==> config.mk <==
export PLATFORM = sky130hd
export DESIGN_NAME = ordenador_16bit
export DESIGN_NICKNAME = d
export VERILOG_FILES = /design/src/rtl/ordenador_16bit.sv
export SDC_FILE = /design/constraint.sdc
export NUM_CORES = 1
export LEC_CHECK = 0
export ABC_AREA = 1
export CAP_MARGIN = 20
export CORE_MARGIN = 2
export CORE_UTILIZATION = 45
export DETAILED_ROUTE_END_ITERATION = 6
export SYNTH_ARGS = -nofsm -noshare
export SYNTH_HDL_FRONTEND = slang
export SYNTH_SLANG_ARGS = --single-unit
==> constraint.sdc <==
create_clock -name clk -period 3.74 [get_ports clk]
set_input_delay 1.122 -clock clk [delete_from_list [all_inputs] [get_ports clk]]
set_output_delay 1.122 -clock clk [all_outputs]
set_load 0.02 [all_outputs]
==> src/rtl/ordenador_16bit.sv <==
`timescale 1ns/1ps
// -----------------------------------------------------------------------------
// ordenador_16bit
//
// Sequential block sorter. It loads PROF unsigned 16-bit words, bubble-sorts
// them in place with one shared less-or-equal comparator (one compare per
// cycle), then streams them out in ascending order.
//
// Optional feature macro: ORDENADOR_PARADA_ANTECIPADA_EN
//   When defined, a per-pass swap flag ends the sort as soon as a pass makes
//   no swaps. When undefined, the sort always takes PROF*(PROF-1)/2 cycles.
//
// Parameters
//   PROF        words per block (2..16)
//
// Ports
//   clk         clock, rising edge
//   rst_n       asynchronous active-low reset
//   ent_valido  input word valid
//   ent_pronto  sorter accepts an input word (high in load state)
//   ent_dado    input word
//   sai_valido  output word valid (high in output state)
//   sai_pronto  consumer accepts the output word
//   sai_dado    output word mem[k]
//   sai_ultimo  output word is the last of the block
//   ocupado     high while sorting
//   trocas      swaps performed by the most recent sort
// -----------------------------------------------------------------------------

// Unsigned 16-bit less-or-equal comparator shared by every sort step.
module le_16bit (
   input  logic [15:0] a_i,
   input  logic [15:0] b_i,
   output logic        le_o
);
   assign le_o = (a_i <= b_i);
endmodule

module ordenador_16bit #(
   parameter int PROF = 8
) (
   input  logic        clk,
   input  logic        rst_n,
   input  logic        ent_valido,
   output logic        ent_pronto,
   input  logic [15:0] ent_dado,
   output logic        sai_valido,
   input  logic        sai_pronto,
   output logic [15:0] sai_dado,
   output logic        sai_ultimo,
   output logic        ocupado,
   output logic [7:0]  trocas
);

   localparam int              IW     = (PROF > 1) ? $clog2(PROF) : 1;
   localparam logic [IW-1:0]   ULTIMO = IW'(PROF - 1);
   localparam logic [IW-1:0]   PENULT = IW'(PROF - 2);
   localparam logic [IW-1:0]   UM     = IW'(1);

   typedef enum logic [1:0] {
      CARGA  = 2'd0,
      ORDENA = 2'd1,
      SAIDA  = 2'd2
   } estado_t;

   estado_t        state_q, state_d;
   logic [15:0]    mem_q [PROF];
   logic [15:0]    mem_d [PROF];
   logic [IW-1:0]  idx_q, idx_d;
   logic [IW-1:0]  i_q, i_d;
   logic [IW-1:0]  passo_q, passo_d;
   logic [IW-1:0]  k_q, k_d;
   logic [7:0]     trocas_q, trocas_d;
`ifdef ORDENADOR_PARADA_ANTECIPADA_EN
   logic           troca_passo_q, troca_passo_d;  // a swap happened in this pass
`endif

   logic [IW-1:0]  ip1;
   logic           le;
   logic           fim_passo;
   logic           ultimo_passo;

   assign ip1          = i_q + UM;
   assign fim_passo    = (i_q == (PENULT - passo_q));
   assign ultimo_passo = (passo_q == PENULT);

   le_16bit u_le (
      .a_i  (mem_q[i_q]),
      .b_i  (mem_q[ip1]),
      .le_o (le)
   );

   always_comb begin
      // NOTE: every signal written here gets its hold value first so no path
      // leaves it unassigned, which would otherwise infer a latch.
      state_d  = state_q;
      mem_d    = mem_q;
      idx_d    = idx_q;
      i_d      = i_q;
      passo_d  = passo_q;
      k_d      = k_q;
      trocas_d = trocas_q;
`ifdef ORDENADOR_PARADA_ANTECIPADA_EN
      troca_passo_d = troca_passo_q;
`endif

      // NOTE: blocking assignments in combinational logic, so later lines see
      // the values computed above (e.g. the swap overriding the copied array).
      unique case (state_q)
         CARGA: begin
            if (ent_valido) begin
               mem_d[idx_q] = ent_dado;
               if (idx_q == ULTIMO) begin
                  idx_d    = '0;
                  i_d      = '0;
                  passo_d  = '0;
                  trocas_d = '0;
`ifdef ORDENADOR_PARADA_ANTECIPADA_EN
                  troca_passo_d = 1'b0;
`endif
                  state_d  = ORDENA;
               end else begin
                  idx_d = idx_q + UM;
               end
            end
         end

         ORDENA: begin
            // Swap only on a strict inversion; equal words stay put (stable).
            if (!le) begin
               mem_d[i_q] = mem_q[ip1];
               mem_d[ip1] = mem_q[i_q];
               trocas_d   = trocas_q + 8'd1;
            end
            if (fim_passo) begin
               i_d     = '0;
               passo_d = passo_q + UM;
`ifdef ORDENADOR_PARADA_ANTECIPADA_EN
               troca_passo_d = 1'b0;
               // A pass with no swaps (including this last compare) means
               // the buffer is already in order.
               if (ultimo_passo || (!troca_passo_q && le)) begin
                  state_d = SAIDA;
               end
`else
               if (ultimo_passo) begin
                  state_d = SAIDA;
               end
`endif
            end else begin
               i_d = i_q + UM;
`ifdef ORDENADOR_PARADA_ANTECIPADA_EN
               troca_passo_d = troca_passo_q | !le;
`endif
            end
         end

         SAIDA: begin
            if (sai_pronto) begin
               if (k_q == ULTIMO) begin
                  k_d     = '0;
                  state_d = CARGA;
               end else begin
                  k_d = k_q + UM;
               end
            end
         end

         default: state_d = CARGA;
      endcase
   end

   always_ff @(posedge clk or negedge rst_n) begin
      if (!rst_n) begin
         state_q  <= CARGA;
         // NOTE: the word array is reset because the block is defined to read
         // back as all zeros after reset (sai_dado = mem[0] = 0).
         mem_q    <= '{default: '0};
         idx_q    <= '0;
         i_q      <= '0;
         passo_q  <= '0;
         k_q      <= '0;
         trocas_q <= '0;
`ifdef ORDENADOR_PARADA_ANTECIPADA_EN
         troca_passo_q <= 1'b0;
`endif
      end else begin
         state_q  <= state_d;
         mem_q    <= mem_d;
         idx_q    <= idx_d;
         i_q      <= i_d;
         passo_q  <= passo_d;
         k_q      <= k_d;
         trocas_q <= trocas_d;
`ifdef ORDENADOR_PARADA_ANTECIPADA_EN
         troca_passo_q <= troca_passo_d;
`endif
      end
   end

   // Handshake flags decode from registers only; no input-to-output path.
   assign ent_pronto = (state_q == CARGA);
   assign ocupado    = (state_q == ORDENA);
   assign sai_valido = (state_q == SAIDA);
   assign sai_ultimo = (state_q == SAIDA) && (k_q == ULTIMO);
   assign sai_dado   = mem_q[k_q];
   assign trocas     = trocas_q;

endmodule

# Word-level counts from Yosys, hierarchy flattened
# Index checks and enable logic that the tools add are counted.
# classes
add_sub_neg	6
magnitude_cmp	8
n_eq_ne	13
muxes	40
bitwise	4
n_reduce_logical	13
# op_table
op	count
bitwise mux 128 bit	3
2-to-1 mux 128 bit	2
one-hot mux 128 bit (2 select lines)	1
binary-select mux 16 bit (select 3 bit)	3
demux 16 bit (select 3 bit)	3
2-to-1 mux 16 bit	9
2-to-1 mux 8 bit	3
2-to-1 mux 3 bit	6
>= comparator 4 bit, second input constant	4
<= comparator 16 bit	1
NOT 3 -> 4 bit	4
one-hot mux 8 bit (2 select lines)	1
adder 3 x 1 -> 3 bit, second input constant	4
< comparator 4 x 1 -> 1 bit, second input constant	3
2-to-1 mux 2 bit	6
one-hot mux 3 bit (2 select lines)	2
!= test 2 x 1 -> 1 bit, second input constant	5
== test 3 bit, second input constant	3
adder 8 x 1 -> 8 bit, second input constant	1
AND reduction 4 bit	2
one-hot mux 2 bit (3 select lines)	1
AND reduction 3 bit	2
AND reduction 6 bit	1
logical AND 1 bit	4
8 further kinds	10
# word_totals
ff_bits	150
in_bits	20
out_inout_bits	28
word_cells	98

# Depth between registers and ports, before layout
# Gate-level depths: netlist of the first run.
# depth
depth_word	9
mapped_depth	26
ltp_nobuf	23

# By module
# From an unflattened synthesis of the first run, not the netlist that was laid out.
# unflattened
cells_unflattened	2495
hier_area_um2	13669.4
# modules_own_cells
module	instances	cells_per_inst	area_each_um2	seq_area_each_um2
ordenador_16bit	1	2424	13233.9	3753.6
le_16bit	1	71	435.4	0.0

# Worst setup path after synthesis of the first run
# Ideal clock, no wire load.
# synth_path
path_type	flip-flop to flip-flop
startpoint	reg i_q[0]
endpoint	reg mem_q[101] in the netlist's numbering
setup_time_ps	117
arrival_time_ps	3074
required_time_ps	3623
path_slack_ps	549
path_stages_with_launch	22
cell_sequence	dfrtp_1 > ha_1 > buf_2 > inv_2 > buf_1 > nand2_1 > nand2_1 > nand2_1 > nand2_1 > inv_1 > ha_1 > nand2_1 > nor2_1 > nand4_1 > nor2_1 > nor2_1 > nand2_1 > nand2_4 > buf_2 > buf_2 > nand3_1 > nand2_1
# synth_via
elab_chain_cells	9
# synth_rtl
item	line	rtl
start: declaration	70	logic [IW-1:0] i_q, i_d;
start signal: assignment	191	i_q <= i_d;
parallel branches: the longest is 9 deep, another holds <= comparator 16 bit	--	
end signal: assignment	189	mem_q <= mem_d;
end: declaration	67	logic [15:0] mem_q [PROF];
# Parallel ways; which one is timed is not known. The select of a mux whose other input is x is not followed.
# A chain may end at the register's enable or synchronous reset.

# Worst setup path after layout of the first run
# layout_path
startpoint	reg k_q[0]
endpoint	out sai_dado[11]
# layout_via
elab_chain_cells	4
# layout_rtl
item	line	rtl
start: declaration	72	logic [IW-1:0] k_q, k_d;
start signal: assignment	193	k_q <= k_d;
NOT 3 -> 4 bit (not written as such)	206	assign sai_dado = mem_q[k_q];
binary-select mux 16 bit (select 3 bit)	206	
2-to-1 mux 16 bit (not written as such) (2 in a row)	206	
end: declaration	49	output logic [15:0] sai_dado,
# No other way between the ends. The select of a mux whose other input is x is not followed.

==> impl_metrics.tcl, run 1 <==
set metrics [dict create \
    grt_pass1_wl_mm 96.40 \
    dp_hpwl_mm 43.78 \
    path_max_fanout 28 \
    hold_end "mem_q[37]" \
    wl_met1_mm 25.52 \
    coreArea_um2 30750 \
    drt_first_pass_iters 6 \
    drv_slew 0 \
    dieArea_um2 32760 \
    drtIter0Drc 2065 \
    final_cell_mix "nand2_1 (1721), dfrtp_1 (148), nand3_1 (144)" \
    layout.nets 2730 \
    maxSlewHeadroom_pct 28.92 \
    drcViolationCount 0 \
    grt_pass1_vias 15955 \
    area_delta_synth_final_pct 17.49 \
    clock_latency_ns 0.46 \
    ant_nets 0 \
    postSynthCellCount 2621 \
    endpoint_kind "output port" \
    vias 17571 \
    max_cap_viol_count 0 \
    clkTransAtPathRegs_ns 0.07 \
    drive_gt1_share_pct 8.821 \
    postCtsHoldBufs 0 \
    grt_overflow_total 0 \
    grt_max_degree 79 \
    gp_congestion 0.9858 \
    met3_length_mm 7.532 \
    place_area_um2 15870 \
    cts_sinks 150 \
    avgSynthCellArea_um2 5.379 \
    antenna_found_initial 1 \
    htree_levels 4 \
    routed_wl_mm 63.58 \
    status "finished, final reports clean" \
    min_period_over_period_pct 98.19 \
    synth_nets 2666 \
    hold_class "reg2reg" \
    clock_skew_ns 0.01154 \
    cts_tree "done" \
    final_common_cell "nand2_1" \
    crit_type "reg2out" \
    cts_root_buf "clkbuf_16" \
    regToRegStartpoint "i_q[0]" \
    initial_utilization_pct 45.85 \
    fp-row-count 64 \
    io_pins 48 \
    crit_required_ns 2.62 \
    tns_ns 0 \
    ys_seq_area_share_pct 26.63 \
    cts_buffers 17 \
    setup_violations 0 \
    synth-seq-cells 150 \
    cts_setup_buffers 0 \
    min-delay-start "mem_q[37]" \
    ys.warnings.count 0 \
    r2r_slack_ns 0.20 \
    via_per_inst 5.679 \
    timing.hold.ws_ns 0.5066 \
    r2r_end "mem_q[11]" \
    worst_pin_slew_ns 1.066 \
    worstPathArrival_ns 2.55 \
    grt_usage_pct 38.85 \
    die_x_um 181.0 \
    insertedDiodeCount 0 \
    die_height_um 181.0 \
    synth_cell_types 32 \
    layout_min_cycle_time_ns 3.672 \
    clk_path_buf_depth 2 \
    top_layer "met4" \
    finalHoldViolCount 0 \
    max_freq_mhz 272.3 \
    wl_per_cell_um 20.55 \
    wl_met2_mm 26.90 \
    cp-start-kind "register" \
    worstRegToRegCells 19 \
    syn_area_um2 14100 \
    io_buffers 47 \
    fin_area_um2 16560 \
    worstHoldPathCells 2 \
]
-- logic make-up (layout without fill, tap and decap cells) --
| logic type | after synthesis | in the layout | synth area share (%) |
|---|---|---|---|
| AOI/OAI and AO/OA | 169 | 169 | 6.541 |
| xor gates and xnor gates | 4 | 4 | 0.2486 |
| adders and majority gates | 25 | 25 | 2.219 |
| buffers and inverters | 251 | 328 | 7.899 |
| DFF | 150 | 150 | 26.63 |
| and+or+nand+nor | 2022 | 2022 | 56.47 |
-- sequential cells by signal (all words and copies together), names as in the netlist --
register  count
k_q           3
i_q           3
idx_q         3
state_q       2
mem_q       128
passo_q       3
trocas        8
-- synthesized netlist by cell type (all sizes together) --
cell type / instances / area share, %
xnor2: 2 / 0.12
or2: 4 / 0.18
dfrtp: 150 / 27
clkbuf: 67 / 1.8
nand4: 2 / 0.089
o22ai: 18 / 0.80
o22a: 5 / 0.31
xor2: 2 / 0.12
nand2: 1732 / 46
a21o: 1 / 0.053
nor3: 22 / 1.5
buf: 91 / 3.6
nor2: 118 / 3.2
ha: 25 / 2.2
o31a: 3 / 0.19
inv: 93 / 2.5
o21ai: 98 / 3.5
a31oi: 17 / 0.75
a21oi: 27 / 0.96
nand3: 144 / 5.1
-- through the flow --
step | worst slack, ns | std cells | utilization, %
after global placement | 0.1804 | 3060 | 51.61
final | 0.06788 | 3094 | 53.87
after global routing | -0.01472 | 3094 | 53.87
after floorplan | 0.5485 | 2621 | -
after detailed placement | 0.1726 | 3060 | 51.61
after CTS | -0.006359 | 3092 | 53.62
-- area by class of cell --
type | count | area, um^2
clock buffers | 21 | 470.5
multi-input cells | 2220 | 9275
flip-flops and latches | 150 | 3759
inverters | 93 | 359.1
clock inverters | 11 | 123.9
fillers | 3207 | 14190
repair buffers | 203 | 2081
well taps | 396 | 495.5
-- what timing repair did --
item / in CTS / in global routing
setup endpoints to repair: 11 / 135
cloned: 0 / 1
resized for setup: 17 / 14
-- worst max-delay path by stage --
| stage | start | endpoint | cells past startpoint | slack [ns] |
|---|---|---|---|---|
| after detailed placement | i_q[0] | mem_q[47] | 21 | 0.17 |
| after global routing | i_q[0] | mem_q[61] | 23 | -0.01 |
| after global placement | i_q[0] | mem_q[42] | 21 | 0.18 |
| final | k_q[0] | sai_dado[11] | 9 | 0.07 |
| after CTS | k_q[0] | sai_dado[9] | 8 | -0.006 |
| after floorplan | i_q[0] | mem_q[101] | 21 | 0.55 |
-- worst max-delay path, stage by stage, from the launching register on --
cell             delay [ns]
dfrtp_2                0.48
inv_1                  0.12
buf_12                 0.22
buf_4                  0.23
nor2_1                 0.06
o22ai_1                0.16
nor2_1                 0.05
a31oi_1                0.25
buf_4                  0.19
clkdlybuf4s15_1        0.30
-- layer usage --
| metal | GRT usage (%) | up-vias |
|---|---|---|
| li1 | - | 8200 |
| met1 | 52.53 | 7997 |
| met2 | 58.34 | 1159 |
| met3 | 7.740 | 215 |
| met4 | 21.24 | 0 |
| met5 | 0 | - |
Power of run 1 is not shown: default switching activity piles up to over one toggle a cycle in this logic, so the estimate is an artifact.
==> run 2, diff against run 1 <==
==> constraint.sdc (replaced) <==
create_clock -name clk -period 3.1 [get_ports clk]
set_input_delay 0.93 -clock clk [delete_from_list [all_inputs] [get_ports clk]]
set_output_delay 0.93 -clock clk [all_outputs]
set_load 0.02 [all_outputs]
==> impl_metrics.tcl, run 2 (synthesized netlist as in run 1, its figures left out) <==
set metrics [dict create \
    grt_pass1_vias 17042 \
    drive_gt1_share_pct 15.78 \
    drcViolationCount 0 \
    cts_tree "done" \
    coreArea_um2 30750 \
    final_common_cell "nand2_1" \
    slowest_delay_ns 0.42 \
    worstRegToRegCells 25 \
    cts_sinks 150 \
    drt_first_pass_iters 6 \
    finalHoldViolCount 0 \
    endpoint_kind "output port" \
    hold_class "in2async" \
    met2_usage_pct 60.89 \
    clock_skew_ns 0.008546 \
    io_buffers 47 \
    grt_usage_pct 40.83 \
    drtIter0Drc 2241 \
    register_area_um2 3759 \
    antenna_found_initial 3 \
    fin_cells 3168 \
    htree_levels 4 \
    vias 18205 \
    maxSlewHeadroom_pct 36.50 \
    rsz0062_at_grt "yes" \
    worst_pin_slew_ns 0.9514 \
    die_x_um 181.0 \
    cp-startpoint "k_q[1]" \
    die_height_um 181.0 \
    initial_utilization_pct 45.85 \
    crit_path_end "sai_dado[10]" \
    r2r_end "mem_q[80]" \
    gp_congestion 1.054 \
    fillers 3045 \
    final_cell_mix "nand2_1 (1649), buf_4 (165), dfrtp_1 (148)" \
    timing.hold.ws_ns 0.4485 \
    dieArea_um2 32760 \
    min_period_over_period_pct 102.2 \
    setup_violations 28 \
    largest_reg_flops 128 \
    dp_hpwl_mm 44.34 \
    max_freq_mhz 315.6 \
    met3_usage_pct 9.817 \
    status "finished, violations left" \
    via_per_inst 5.747 \
    cp-start-kind "register" \
    path_buf_inv 5 \
    clock_latency_ns 0.46 \
    worstPathArrival_ns 2.24 \
    crit_type "reg2out" \
    path_cells "inv_1, buf_12, buf_4, o21ai_1, o22ai_2, buf_4, nor2_1, a31oi_2, buf_4" \
    busiest_layer "met2" \
    max_cap_viol_count 0 \
    layout_min_cycle_time_ns 3.169 \
    dp.cells 3099 \
    critical_path.most_common_cell "buf_4" \
    grt_use_met1_pct 52.08 \
    cts_buffers 17 \
    cts_root_buf "clkbuf_16" \
    layout.nets 2802 \
    r2r_slack_ns -0.05 \
    crit_family "buffers and inverters" \
    critical-path-slowest-cell "dfrtp_1" \
    grt_overflow_total 0 \
    multi_input_area_um2 9797 \
    fp-row-count 64 \
    violations "negative setup slack" \
    clkTransAtPathRegs_ns 0.07 \
    path_max_fanout 6 \
    grt_pass1_wl_mm 101.3 \
    path_depth 9 \
    clk_path_buf_depth 2 \
    regMostFlops "mem_q" \
    area_delta_synth_final_pct 27.61 \
    routed_wl_mm 67.44 \
    wl_per_cell_um 21.29 \
    io_pins 48 \
    crit_required_ns 2.17 \
    timing.final.ws_setup_ns -0.06903 \
    drv_slew 0 \
    ant_nets 0 \
    grt_max_degree 100 \
    regToRegStartpoint "i_q[0]" \
]
## run 2: cell count changes in the layout (fill, tap and decap cells not counted), moves of 11 or more
| cell | before | now |
|---|---|---|
| buf_6 | 4 | 16 |
| ha_4 | 0 | 11 |
| nand2_1 | 1721 | 1649 |
| nand2_2 | 9 | 71 |
| ha_1 | 25 | 13 |
| o21ai_0 | 98 | 82 |
| buf_4 | 121 | 165 |
| o21ai_1 | 0 | 11 |
## run 2: worst min path at each step
| stage | endpoint | slack (ns) |
|---|---|---|
| after global placement | mem_q[40] | 0.49 |
| after global routing | k_q[2] | 0.48 |
| after floorplan | mem_q[107] | 0.47 |
| after CTS | k_q[2] | 0.47 |
| final | k_q[1] | 0.45 |
| after detailed placement | mem_q[39] | 0.49 |
## run 2: per-layer routing
layer	share of wire, %	routed length (um)	vias to the layer above
met2	42	28420	1265
met1	38	25800	8259
li1	-	-	8358
met4	7.4	5010	0
met3	12	8200	323
met5	0	0	-
## run 2: what timing repair did
item,4_1_cts,5_1_grt
buffers inserted,19,5
cloned,10,2
resized for setup,153,126
setup endpoints to repair,153,153
hold buffers,0,0
pin swaps,14,54
## run 2: cell type report
type | count | area share (%)
multi-input combinational | 2221 | 54.46
sequential | 150 | 20.89
timing repair buffer | 273 | 16.25
tap | 396 | 2.754
clock buffer | 20 | 2.483
inverter | 93 | 2.059
clock inverter | 12 | 0.9876
timing repair inverter | 1 | 0.09042
antenna | 2 | 0.02782
## run 2: worst register-to-register path, cell delays in order (launching register included)
cell and delay [ns]:
dfrtp_4 0.53, buf_12 0.18, inv_16 0.08, buf_12 0.13, buf_12 0.12, nand2_1 0.06, nand2_2 0.08, nand2_1 0.05
nand2_1 0.07, nand2_1 0.06, nand2_2 0.08, inv_2 0.05, ha_4 0.28, nand2_1 0.09, a21oi_1 0.14, nor2_1 0.07
nand2_1 0.06, nand2_1 0.06, nand2_2 0.07, nand2_4 0.08, nand2_8 0.18, buf_6 0.15, nand2_8 0.06, buf_12 0.17
nand2_1 0.07, nand2_1 0.06
## run 2: metrics by stage
stage	cell area (um^2)	worst slack [ns]	TNS, ns	util [%]
6_report	17990	-0.06903	-0.6688	58.50
2_1_floorplan	14100	0.01149	0	-
3_5_place_dp	16190	-0.2414	-25.76	52.64
3_3_place_gp	16190	-0.1725	-17.79	52.64
5_1_grt	17980	-0.1600	-13.25	58.49
4_1_cts	17540	-0.03609	-0.04704	57.05
Power of run 2 is left out for the same reason.
==> variant 1 (flow settings as in run 1) <==
Add an input register stage for `ent_valido`, `ent_dado` and `sai_pronto`, with the module's reset; this delays them by one clock.
--- a/src/rtl/ordenador_16bit.sv
+++ b/src/rtl/ordenador_16bit.sv
@@ -64,4 +64,20 @@
    } estado_t;
 
+   logic ent_valido_q;
+   logic [15:0] ent_dado_q;
+   logic sai_pronto_q;
+
+   always_ff @(posedge clk or negedge rst_n) begin
+      if (!rst_n) begin
+         ent_valido_q <= '0;
+         ent_dado_q   <= '0;
+         sai_pronto_q <= '0;
+      end else begin
+         ent_valido_q <= ent_valido;
+         ent_dado_q   <= ent_dado;
+         sai_pronto_q <= sai_pronto;
+      end
+   end
+
    estado_t        state_q, state_d;
    logic [15:0]    mem_q [PROF];
@@ -109,6 +125,6 @@
       unique case (state_q)
          CARGA: begin
-            if (ent_valido) begin
-               mem_d[idx_q] = ent_dado;
+            if (ent_valido_q) begin
+               mem_d[idx_q] = ent_dado_q;
                if (idx_q == ULTIMO) begin
                   idx_d    = '0;
@@ -157,5 +173,5 @@
 
          SAIDA: begin
-            if (sai_pronto) begin
+            if (sai_pronto_q) begin
                if (k_q == ULTIMO) begin
                   k_d     = '0;
Check against the original RTL: not equivalent (a bounded check fails within 4 cycles, from zero or initial values and one cycle with rst_n low).
==> variant 1 against run 1 <==
Final area about the same. Wire length decreased by 7.4%. Synthesized cell count increased by 0.80%. Global-route usage decreased by 3.2 points. Sequential cell count increased by 18. Largest cell class unchanged. Synthesized area increased by 3.2%. Setup slack got worse by 0.0055 ns. Non-clock buffer count decreased by 45.
Power is left out: the tool's default activity adds up to more than one toggle a clock period on the data nets, which glitch-free logic cannot reach.
==> variant 1: results <==
metrics = {
    "placement": {
        "dpl_cell_area_mm2": 0.01586,
        "place.detailed.hpwl_um": 39700,
        "place_inst": 3044,
    },
    "finish": {
        "n_antenna_cell": 0,
        "final_nets": 2706,
        "finalNonFillerCells": 3076,
        "drive_gt1_share_pct": 7.255,
        "n_fill_cell": 3322,
    },
    "cts": {
        "clk_latency_ns": 0.47,
        "numCtsBuffers": 17,
    },
    "worst_hold_path": {
        "hold_start": "mem_q[39]",
        "holdPathEnd": "mem_q[39]",
        "min_path_type": "register to register",
    },
    "sta": {
        "worst_pin_slew_ns": 1.011,
        "hold_slack_ns": 0.5119,
        "finClkSkew_ns": 0.01435,
    },
    "setup_path": {
        "cpPeakStageDelay_ns": 0.62,
        "worstPathArrival_ns": 2.56,
        "r2r_cells": 21,
        "slowest_stage": "clkdlybuf4s50_1",
        "cp_max_fo": 19,
        "worstReg2RegStart": "i_q[0]",
        "r2r_end": "mem_q[52]",
    },
    "logic_synthesis": {
        "synthMuxAreaShare_pct": 0,
        "synthCells": 2642,
        "synth-xor-area-share_pct": 0.2408,
        "synthDistinctLibCells": 34,
        "synth_common_cells": "1,726 x nand2_1, 168 x dfrtp_1, 144 x nand3_1, 113 x nor2_1, 89 x o21ai_0",
        "ys_async_sr_fraction_pct": 100.0,
        "synth_top_cells_by_area": "nand2_1 45%, dfrtp_1 29%, nand3_1 5.0%, o21ai_0 3.1%, nor2_1 2.9%",
    },
    "detailed_routing": {
        "route.detailed.wl_per_inst_um": 19.13,
        "avgViaCountPerCell": 5.524,
        "wl_met1_um": 26500,
        "wl_met2_um": 23970,
        "drt_iter0_drc": 2004,
    },
    "grt": {
        "globalRouteTotalUtil_pct": 35.69,
        "grtUsageMet3_pct": 6.735,
        "grt_pass1_vias": 15160,
        "antenna_found_initial": 0,
        "met2_usage_pct": 51.22,
        "grt_pass1_wl_um": 90710,
        "grt_use_met1_pct": 53.16,
        "grt_max_degree": 78,
    },
    "run_status": {
        "status": "finished, final reports clean",
    },
}
[variant 1: layout make-up]
class | count | area share (%)
inverter | 92 | 2.095
timing repair buffer | 158 | 9.429
sequential | 168 | 25.44
clock inverter | 10 | 0.6957
clock buffer | 22 | 2.866
tap | 402 | 3.040
multi-input combinational | 2224 | 56.44
[variant 1: cells by family (layout without fill, tap and decap cells)]
| group | after synthesis | after routing |
|---|---|---|
| simple gates | 2024 | 2024 |
| buf+inv | 250 | 282 |
| compound gates | 171 | 171 |
| flops | 168 | 168 |
| fa+ha+maj | 25 | 25 |
| xor+xnor | 4 | 4 |
[variant 1: worst max path at each step]
stage | startpoint | end | slack, ns | cells after the start
detailed placement | i_q[0] | mem_q[15] | 0.15 | 23
finish | k_q[0] | sai_dado[4] | 0.06 | 7
floorplan | i_q[0] | mem_q[117] | 0.55 | 21
CTS | k_q[1] | sai_dado[11] | 0.04 | 6
global placement | i_q[0] | mem_q[10] | 0.18 | 23
global route | k_q[1] | sai_dado[12] | -0.009 | 7
[variant 1: metrics by stage]
step	utilization [%]	worst slack, ns	TNS, ns
after global routing	52.17	-0.008531	-0.01523
final	52.17	0.06234	0
after detailed placement	50.01	0.1534	0
after CTS	51.98	0.04072	0
after global placement	49.98	0.1787	0
after floorplan	-	0.5455	0
[variant 1: critical path: cells and delay by family, from the launching register on]
kind                   cells  cell delay [ns]
buffers and inverters      3             1.02
and+or+nand+nor            2             0.16
DFF                        1             0.43
AOI/OAI and AO/OA          2             0.48
[variant 1: repair_timing]
action | 4_1_cts | 5_1_grt
endpoints found under the setup margin | 7 | 89
pin swaps | 0 | 1
resized for setup | 6 | 13
==> variant 2 (flow settings as in run 1) <==
Made on the original files. The option `ORDENADOR_PARADA_ANTECIPADA_EN` is turned on by a define.
--- a/src/rtl/ordenador_16bit.sv
+++ b/src/rtl/ordenador_16bit.sv
@@ -29,4 +29,6 @@
 
 // Unsigned 16-bit less-or-equal comparator shared by every sort step.
+`define ORDENADOR_PARADA_ANTECIPADA_EN
+
 module le_16bit (
    input  logic [15:0] a_i,
Formal check against the unedited RTL: no difference found for any inputs over 4 cycles, from zero or initial values and one cycle with rst_n low; that may be too few to reach the edited logic, so the function may still have changed.
==> variant 2 against run 1 <==
Setup slack lost 0.010 ns. Sequential cell count grew 1. Synthesized area rose by 1.8%. Non-clock buffer count fell by 44. Wire length fell by 3.3%. Final area decreased by 1.6%. Clock skew down 0.0012 ns.
Power is left out: the tool's default activity adds up to more than one toggle a clock period on the data nets, which glitch-free logic cannot reach.
==> variant 2: results <==
metrics = {
    "run_status": {
        "status": "finished, final reports clean",
    },
    "detailed_routing": {
        "dr.pass1.iters": 6,
        "avgViaCountPerCell": 5.542,
        "routed_wl_um": 61510,
        "drt_iter0_drc": 1963,
    },
    "finish": {
        "top_register": "mem_q",
        "drive_gt1_share_pct": 8.018,
        "n_fill_cell": 3317,
        "largest_reg_flops": 128,
    },
    "grt": {
        "grt_pass1_vias": 15040,
        "grt_max_degree": 88,
        "globalRouteTotalUtil_pct": 37.41,
        "grt_pass1_wl_um": 93000,
    },
    "worst_hold_path": {
        "hold_start": "mem_q[40]",
    },
    "logic_synthesis": {
        "synth_nets": 2651,
        "synth_compound_area_share_pct": 8.088,
        "synth-xor-area-share_pct": 0.4881,
        "ys_seq_area_share_pct": 26.32,
        "synth_top_cells_by_area": "nand2_1 44%, dfrtp_1 26%, nand3_1 5.1%, o21ai_0 4.4%, inv_1 2.8%",
        "synthDistinctLibCells": 35,
        "synth_common_cells": "1,664 x nand2_1, 151 x dfrtp_1, 145 x nand3_1, 125 x o21ai_0, 107 x inv_1",
        "synthAdderAreaFrac_pct": 2.179,
    },
    "setup_path": {
        "cpPeakStageDelay_ns": 0.63,
        "slowest_stage": "clkdlybuf4s50_1",
        "cp_max_fo": 15,
        "cp-startpoint": "k_q[0]",
        "worstPathArrival_ns": 2.56,
    },
    "sta": {
        "finClkSkew_ns": 0.01037,
        "worst_pin_slew_ns": 1.042,
    },
    "cts": {
        "numCtsBuffers": 17,
        "root_buffer": "clkbuf_16",
    },
    "placement": {
        "routabilityCongestion": 0.9642,
        "dpl_cell_area_mm2": 0.01560,
        "portBuffers": 47,
        "place.detailed.hpwl_um": 42110,
    },
}
-- variant 2: cell types whose count changed after synthesis, moves of 5 or more --
cell / run 1 / this run
nand2_1: 1721 / 1664
nor2_1: 115 / 74
o21ai_0: 98 / 125
inv_1: 85 / 107
clkbuf_1: 67 / 48
o211ai_1: 0 / 16
o22ai_1: 18 / 2
a21oi_1: 27 / 41
nand2_2: 9 / 22
buf_6: 3 / 13
buf_2: 59 / 66
nor3_4: 2 / 9
o22a_1: 5 / 0
-- variant 2: layout make-up --
class                      instances  area share (%)
multi-input combinational       2184           57.35
sequential                       151           23.22
timing repair buffer             159           9.883
tap                              402           3.085
clock buffer                      21           2.824
inverter                         118           2.732
clock inverter                    11          0.9055
-- variant 2: final timing paths --
| path | slack (ns) | depth (start not counted) | to |
|---|---|---|---|
| max | 0.06 | 7 | sai_dado[12] |
| min | 0.50 | 2 | mem_q[40] |
| max reg2reg | 0.28 | 19 | mem_q[38] |
| min reg2reg | 0.50 | 2 | mem_q[40] |
| max in group asynchronous | 2.27 | 2 | idx_q[2] |
| min in group asynchronous | 0.63 | 1 | k_q[1] |
-- variant 2: critical path, delay by kind of cell, from the launching register on --
| family | cells | cell delay (ns) |
|---|---|---|
| buf+inv | 3 | 0.93 |
| flops | 1 | 0.51 |
| simple gates | 2 | 0.14 |
| compound gates | 2 | 0.50 |
-- variant 2: per-layer routing --
metal  wire length [um]  vias to the layer above  track usage (%)
met4               2290                        2            14.94
met5                 13                        -                0
met2              24810                      974            53.08
met3               8819                      133            15.51
met1              25570                     7681            50.14
li1                   -                     8090                -
-- variant 2: stage by stage --
| stage | std cells | hold slack, ns | setup slack (ns) | utilization (%) | setup TNS [ns] |
|---|---|---|---|---|---|
| global placement | 3011 | 0.4825 | 0.2820 | 49.56 | 0 |
| CTS | 3044 | 0.4999 | 0.006564 | 51.50 | 0 |
| floorplan | 2606 | 0.4633 | 0.5364 | - | 0 |
| global route | 3046 | 0.5319 | -0.01790 | 51.81 | -0.01790 |
| finish | 3046 | 0.4983 | 0.05785 | 51.81 | 0 |
| detailed placement | 3011 | 0.4846 | 0.2249 | 49.56 | 0 |
-- variant 2: what timing repair did --
item                       4_1_cts  5_1_grt
setup endpoints to repair        6       76
pin swaps                        0        0
resized for setup                4       18
buffers inserted                 1        0
-- variant 2: cell families after synthesis --
family / Yosys count
AND/OR/NAND/NOR: 1942
flip-flops: 151
buffers and inverters: 271
XOR/XNOR: 8
AO/OA/AOI/OAI: 209
adder cells (fa/ha/maj): 25
